<file path="config.mk">
export PLATFORM = sky130hd
export DESIGN_NAME = img_writer
export DESIGN_NICKNAME = d
export VERILOG_FILES = /design/src/rtl/img_writer.sv
export SDC_FILE = /design/constraint.sdc
export NUM_CORES = 1
export LEC_CHECK = 0
export ABC_CLOCK_PERIOD_IN_PS = 6370
export BUFFER_PORTS_ARGS = -buffer_cell sky130_fd_sc_hd__buf_2
export CORE_AREA = 2 2 106 108
export DETAILED_ROUTE_END_ITERATION = 10
export DIE_AREA = 0 0 108 110
export PLACE_DENSITY = 0.62
export SLEW_MARGIN = 0
export SYNTH_ARGS = -nofsm -noshare
export SYNTH_HDL_FRONTEND = slang
export SYNTH_SLANG_ARGS = --single-unit
</file>
<file path="constraint.sdc">
create_clock -name clk -period 6.37 [get_ports clk]
set_input_delay 0.3185 -clock clk [delete_from_list [all_inputs] [get_ports clk]]
set_output_delay 0.3185 -clock clk [all_outputs]
set_load 0.01 [all_outputs]
</file>
<file path="src/rtl/img_writer.sv">
// img_writer: captures one frame of RGB888 pixels from a valid/ready stream
// and writes it linearly into a word-addressed memory (address = y*IMG_W + x).
//
// Optional feature macro: IMG_WRITER_CHECKSUM_EN adds a 24-bit running sum
// of the written pixels on the `checksum` port.
//
// Ports:
//   clk, rst_n          clock (posedge) and asynchronous active-low reset
//   arm                 one-cycle pulse, arms capture of the next frame (IDLE only)
//   s_valid/s_ready     pixel stream handshake; s_data is RGB888, s_sof marks pixel 0
//   mem_busy            memory stall; s_ready drops while it is high
//   mem_we/addr/wdata   registered write port, one cycle after each transfer
//   busy                capture in progress (WAIT_SOF or WRITE)
//   frame_done          one-cycle pulse the cycle after the last write
//   sof_err             sticky: s_sof arrived mid-frame (cleared by an accepted arm)
//   checksum            (macro only) sum of frame pixels mod 2^24

module img_writer #(
    parameter int IMG_W = 200,
    parameter int IMG_H = 240,
    parameter int AW    = 16
) (
    input  logic          clk,
    input  logic          rst_n,
    input  logic          arm,
    input  logic          s_valid,
    output logic          s_ready,
    input  logic [23:0]   s_data,
    input  logic          s_sof,
    input  logic          mem_busy,
    output logic          mem_we,
    output logic [AW-1:0] mem_addr,
    output logic [23:0]   mem_wdata,
    output logic          busy,
    output logic          frame_done,
    output logic          sof_err
`ifdef IMG_WRITER_CHECKSUM_EN
   ,output logic [23:0]   checksum
`endif
);

    localparam int XW = (IMG_W > 1) ? $clog2(IMG_W) : 1;
    localparam int YW = (IMG_H > 1) ? $clog2(IMG_H) : 1;
    localparam logic [XW-1:0] X_LAST = XW'(IMG_W - 1);
    localparam logic [YW-1:0] Y_LAST = YW'(IMG_H - 1);

    typedef enum logic [1:0] {IDLE, WAIT_SOF, WRITE, DONE} state_t;

    state_t          state_q;
    logic [XW-1:0]   x_q, wr_x_d, x_d;
    logic [YW-1:0]   y_q, wr_y_d, y_d;
    logic [AW-1:0]   addr_q, wr_addr_d, addr_d;
    logic            last_d;
    logic            xfer, wr_en;
    logic            mem_we_q, busy_q, frame_done_q, sof_err_q;
    logic [AW-1:0]   mem_addr_q;
    logic [23:0]     mem_wdata_q;

    // Ready follows the memory stall directly so no beat is ever accepted
    // that the write port cannot retire next cycle.
    assign s_ready = ((state_q == WAIT_SOF) || (state_q == WRITE)) && !mem_busy;
    assign xfer    = s_valid && s_ready;
    // In WAIT_SOF only the SOF beat is written; earlier beats are dropped.
    assign wr_en   = xfer && (s_sof || (state_q == WRITE));

    // Position of the pixel being written this cycle and the position after it.
    // An SOF beat always lands at 0, which also implements the mid-frame restart.
    always_comb begin
        wr_x_d    = x_q;
        wr_y_d    = y_q;
        wr_addr_d = addr_q;
        if (s_sof) begin
            wr_x_d    = '0;
            wr_y_d    = '0;
            wr_addr_d = '0;
        end
        last_d = (wr_x_d == X_LAST) && (wr_y_d == Y_LAST);
        x_d    = wr_x_d + 1'b1;
        y_d    = wr_y_d;
        addr_d = wr_addr_d + 1'b1;
        if (wr_x_d == X_LAST) begin
            x_d = '0;
            y_d = wr_y_d + 1'b1;
        end
    end

    always_ff @(posedge clk or negedge rst_n) begin
        if (!rst_n) begin
            state_q      <= IDLE;
            x_q          <= '0;
            y_q          <= '0;
            addr_q       <= '0;
            mem_we_q     <= 1'b0;
            mem_addr_q   <= '0;
            mem_wdata_q  <= '0;
            busy_q       <= 1'b0;
            frame_done_q <= 1'b0;
            sof_err_q    <= 1'b0;
        end else begin
            mem_we_q     <= 1'b0;
            frame_done_q <= 1'b0;
            case (state_q)
                IDLE: begin
                    if (arm) begin
                        state_q   <= WAIT_SOF;
                        busy_q    <= 1'b1;
                        sof_err_q <= 1'b0;
                    end
                end
                WAIT_SOF, WRITE: begin
                    if (wr_en) begin
                        mem_we_q    <= 1'b1;
                        mem_addr_q  <= wr_addr_d;
                        mem_wdata_q <= s_data;
                        if (s_sof && (state_q == WRITE))
                            sof_err_q <= 1'b1;
                        if (last_d) begin
                            state_q <= DONE;
                            busy_q  <= 1'b0;
                            x_q     <= '0;
                            y_q     <= '0;
                            addr_q  <= '0;
                        end else begin
                            state_q <= WRITE;
                            x_q     <= x_d;
                            y_q     <= y_d;
                            addr_q  <= addr_d;
                        end
                    end
                end
                DONE: begin
                    // frame_done appears the cycle after the final mem_we.
                    state_q      <= IDLE;
                    frame_done_q <= 1'b1;
                end
                default: state_q <= IDLE;
            endcase
        end
    end

    assign mem_we     = mem_we_q;
    assign mem_addr   = mem_addr_q;
    assign mem_wdata  = mem_wdata_q;
    assign busy       = busy_q;
    assign frame_done = frame_done_q;
    assign sof_err    = sof_err_q;

`ifdef IMG_WRITER_CHECKSUM_EN
    logic [23:0] csum_q;

    // Tracks the same beats as the write port, so after the last write it
    // holds the whole-frame sum and stays put until the next SOF.
    always_ff @(posedge clk or negedge rst_n) begin
        if (!rst_n)
            csum_q <= '0;
        else if (wr_en)
            csum_q <= s_sof ? s_data : (csum_q + s_data);
    end

    assign checksum = csum_q;
`endif

endmodule
</file>
==> flow_metrics.py <==
metrics = {
    "detailed_routing": {
        "drt-initial-drc-count": 216,
        "ant_nets": 0,
        "routed_wl_um": 8410,
        "drcViolationCount": 0,
        "vias_per_cell": 4.96,
        "firstDrtPassIters": 4,
        "wire_per_inst_um": 13.5,
        "vias": 3084,
    },
    "sta": {
        "final.setup.worst_slack_ns": 2.94,
        "max_freq_mhz": 292,
        "skew_ns": 0.0112,
        "hold_viol": 0,
        "worstMarginPinSlew_ns": 1.14,
        "grt_setup_unrepaired": "false",
        "finalCritPeriodShare_pct": 53.8,
        "fin_crit_ns": 3.43,
        "setup_viol_count_final": 0,
        "drv_slew": 0,
        "tns_ns": 0,
        "slew_headroom_pct": 24.3,
    },
    "floorplanning": {
        "die-area_um2": 11900,
        "start_util_pct": 34.5,
        "io_pins": 75,
        "die_w_um": 108,
        "std_cell_rows": 38,
        "coreArea_um2": 10700,
        "chipHeight_um": 110,
    },
    "global_route": {
        "grt_max_degree": 85,
        "antenna_found_initial": 0,
        "grt_remaining_overflow": 0,
        "grt_usage_pct": 15.2,
        "first_global_vias": 3028,
        "grt_pass1_wl_um": 14200,
    },
    "logic_synthesis": {
        "synth_most_common_cell": "nand2_1",
        "synth_cell_types": 46,
        "async_flop_share_pct": 100,
        "synth_edf_count": 0,
        "synth_warnings": 0,
        "ys.flop_type": "dfrtp_1",
        "syn-instance-count": 413,
        "synth_seq_cells": 78,
        "syn_area_per_cell_um2": 8.93,
        "synth.area.top_cells": "dfrtp_1 53%, nand2_1 14%, o21ai_0 3.3%, nand3_1 2.8%, a21oi_1 1.9%",
        "ys_seq_area_share_pct": 52.9,
        "synth_nets": 448,
        "yosysTopAreaCellShare_pct": 52.9,
        "yosysTopAreaCell": "dfrtp_1",
        "synth.top_cells.by_count": "133 x nand2_1, 78 x dfrtp_1, 24 x o21ai_0",
        "synth.cell_area_um2": 3690,
    },
    "worst_setup_path": {
        "r2r-start": "state_q[0]$_DFFE_PN0P_",
        "cp-end-kind": "register",
        "cp_data_arrival_time_ns": 3.70,
        "cp_max_fo": 84,
        "worst-path-buf-inv": 4,
        "crit_chain": "inv_1 -> ha_1 -> nor2b_1 -> o211ai_1 -> buf_4 -> inv_1 -> buf_4 -> o21ai_2 -> or3_1 -> nand3_1",
        "crit_cells": 10,
        "startpoint": "state_q[0]$_DFFE_PN0P_",
        "critPathSlowestCell": "inv_1",
        "r2r_slack_ns": 2.94,
        "required_ns": 6.65,
        "path_class": "reg -> reg",
        "critical-path-top-delay-family": "buffers and inverters",
        "start_kind": "register",
        "endpoint": "addr_q[14]$_DFFE_PN0P_",
        "r2r-end": "addr_q[14]$_DFFE_PN0P_",
        "slowest_delay_ns": 0.66,
        "rr_worst_depth": 10,
    },
    "power": {
        "p_leak_uw": 0.00216,
        "peakVddDrop_mv": 0.158,
        "powerDensity_nw_per_um2": 355,
    },
    "place": {
        "gp_congestion": 0.816,
        "dpl-instance-area_um2": 4170,
        "hpwl_um": 5480,
        "placed_cells_incl_taps": 607,
        "dp_slack_ns": 2.98,
        "port_buffers": 74,
    },
    "cts": {
        "clk_latency_ns": 0.35,
        "numCtsBuffers": 9,
        "path_clk_slew_ns": 0.08,
        "ctsHoldBuffers": 0,
        "cts_max_path_buffers": 2,
        "clock_sinks": 78,
        "cts_tree": "done",
        "h-tree-depth": 3,
        "ctsResizeCount": 0,
        "cts_root_buffer": "clkbuf_8",
        "cts_setup_buffers": 0,
    },
    "layout": {
        "stdcell_count": 622,
        "nets": 513,
        "finish.instance_area_um2": 4380,
        "diodes": 0,
        "area_delta_synth_final_pct": 18.8,
        "drive_above_1_share_pct": 20.5,
    },
    "flow_run": {
        "maxCapViolations": 0,
    },
    "run_status": {
        "status": "completed",
    },
    "hold_path": {
        "hp-class": "in -> async",
    },
}
## worst min-delay path by stage
| stage | from | to | slack [ns] | cells after the start |
|---|---|---|---|---|
| 3_5_place_dp | mem_addr[14]$_DFFE_PN0P_ | mem_addr[14]$_DFFE_PN0P_ | 0.45 | 2 |
| 4_1_cts | s_data[13] | mem_wdata[13]$_DFFE_PN0P_ | 0.13 | 3 |
| 3_3_place_gp | mem_addr[13]$_DFFE_PN0P_ | mem_addr[13]$_DFFE_PN0P_ | 0.45 | 2 |
| 2_1_floorplan | rst_n | addr_q[0]$_DFFE_PN0P_ | 0.02 | 0 |
| 5_1_grt | s_data[1] | mem_wdata[1]$_DFFE_PN0P_ | 0.14 | 3 |
| 6_report | rst_n | mem_addr[6]$_DFFE_PN0P_ | 0.12 | 1 |
## per-layer routing
| layer | vias to the layer above | GRT usage [%] | wire length [um] |
|---|---|---|---|
| met2 | 52 | 24.7 | 4070 |
| met5 | - | 0 | 0 |
| met4 | 0 | 4.40 | 65 |
| met1 | 1473 | 19.5 | 3920 |
| met3 | 6 | 4.82 | 358 |
| li1 | 1553 | - | - |
## worst register-to-register path, cell delays in order, from the launching register on
cell and delay (ns):
dfrtp_1 0.40, inv_1 0.08, ha_1 0.38, nor2b_1 0.20, o211ai_1 0.10, buf_4 0.38, inv_1 0.71, buf_4 0.42
o21ai_2 0.21, or3_1 0.39, nand3_1 0.08
## cell usage in the layout, fill, tap and decap left out, types with 2 or more instances in the layout
cell       Yosys  routed
a21o_1         3       3
a21oi_1       14      14
a22o_1         3       3
a31oi_1        3       3
and3_1         3       3
and4_1         2       2
buf_2          1      73
buf_4          0       3
bufinv_16      0       2
clkbuf_8       0       9
clkinv_4       0       2
dfrtp_1       78      78
ha_1           5       5
inv_1          5       5
mux2i_1        4       4
nand2_1      133     133
nand2b_1      10      10
nand3_1       21      21
nand3b_1       6       6
nand4_1        4       4
nand4b_1       5       5
nor2_1        17      17
nor2b_1        7       7
nor3_1         4       4
nor3b_1        2       2
nor4_2         2       2
o21ai_0       24      24
o22ai_1        2       2
o311ai_0       3       3
o311ai_1       2       2
o31ai_1        8       8
or2_2          2       2
or3_1          3       3
or4_1          2       2
## flip-flops by register name, summed over array words and instances (netlist names)
signal,cells
addr_q,16
busy,1
frame_done,1
mem_addr,16
mem_wdata,24
mem_we,1
sof_err,1
state_q,2
x_q,8
y_q,8
## report_power, final
part           internal (uW)  switching, uW
logic                    178            264
registers                625           85.7
clock network            220            183
total                   1020            532
## area by class of cell
cell class	count	area [um^2]
multi-input combinational	308	1640
inverter	5	18.8
fill	1065	6320
timing repair buffer	76	388
tap	140	175
sequential	78	1950
clock buffer	10	128
clock inverter	5	85.1
## kinds of logic (layout without fill, tap and decap cells)
group	after synthesis	after routing	synth area share [%]
adder cells (fa/ha/maj)	5	5	1.70
buffers and inverters	27	96	2.78
multiplexers	5	5	1.39
flip-flops	78	78	52.9
XOR/XNOR	1	1	0.237
AO/OA/AOI/OAI	70	70	12.0
AND/OR/NAND/NOR	227	227	29.0
## metrics by stage
stage / total power, uW / util (%) / hold WS (ns)
detailed placement: 1170 / 39.0 / 0.451
finish: 1560 / 41.0 / 0.118
floorplan: 979 / - / 0.0229
CTS: 1580 / 41.0 / 0.133
global placement: 1150 / 39.0 / 0.450
global route: 1670 / 41.0 / 0.139
Note: power is estimated with default switching activity, not from simulation.
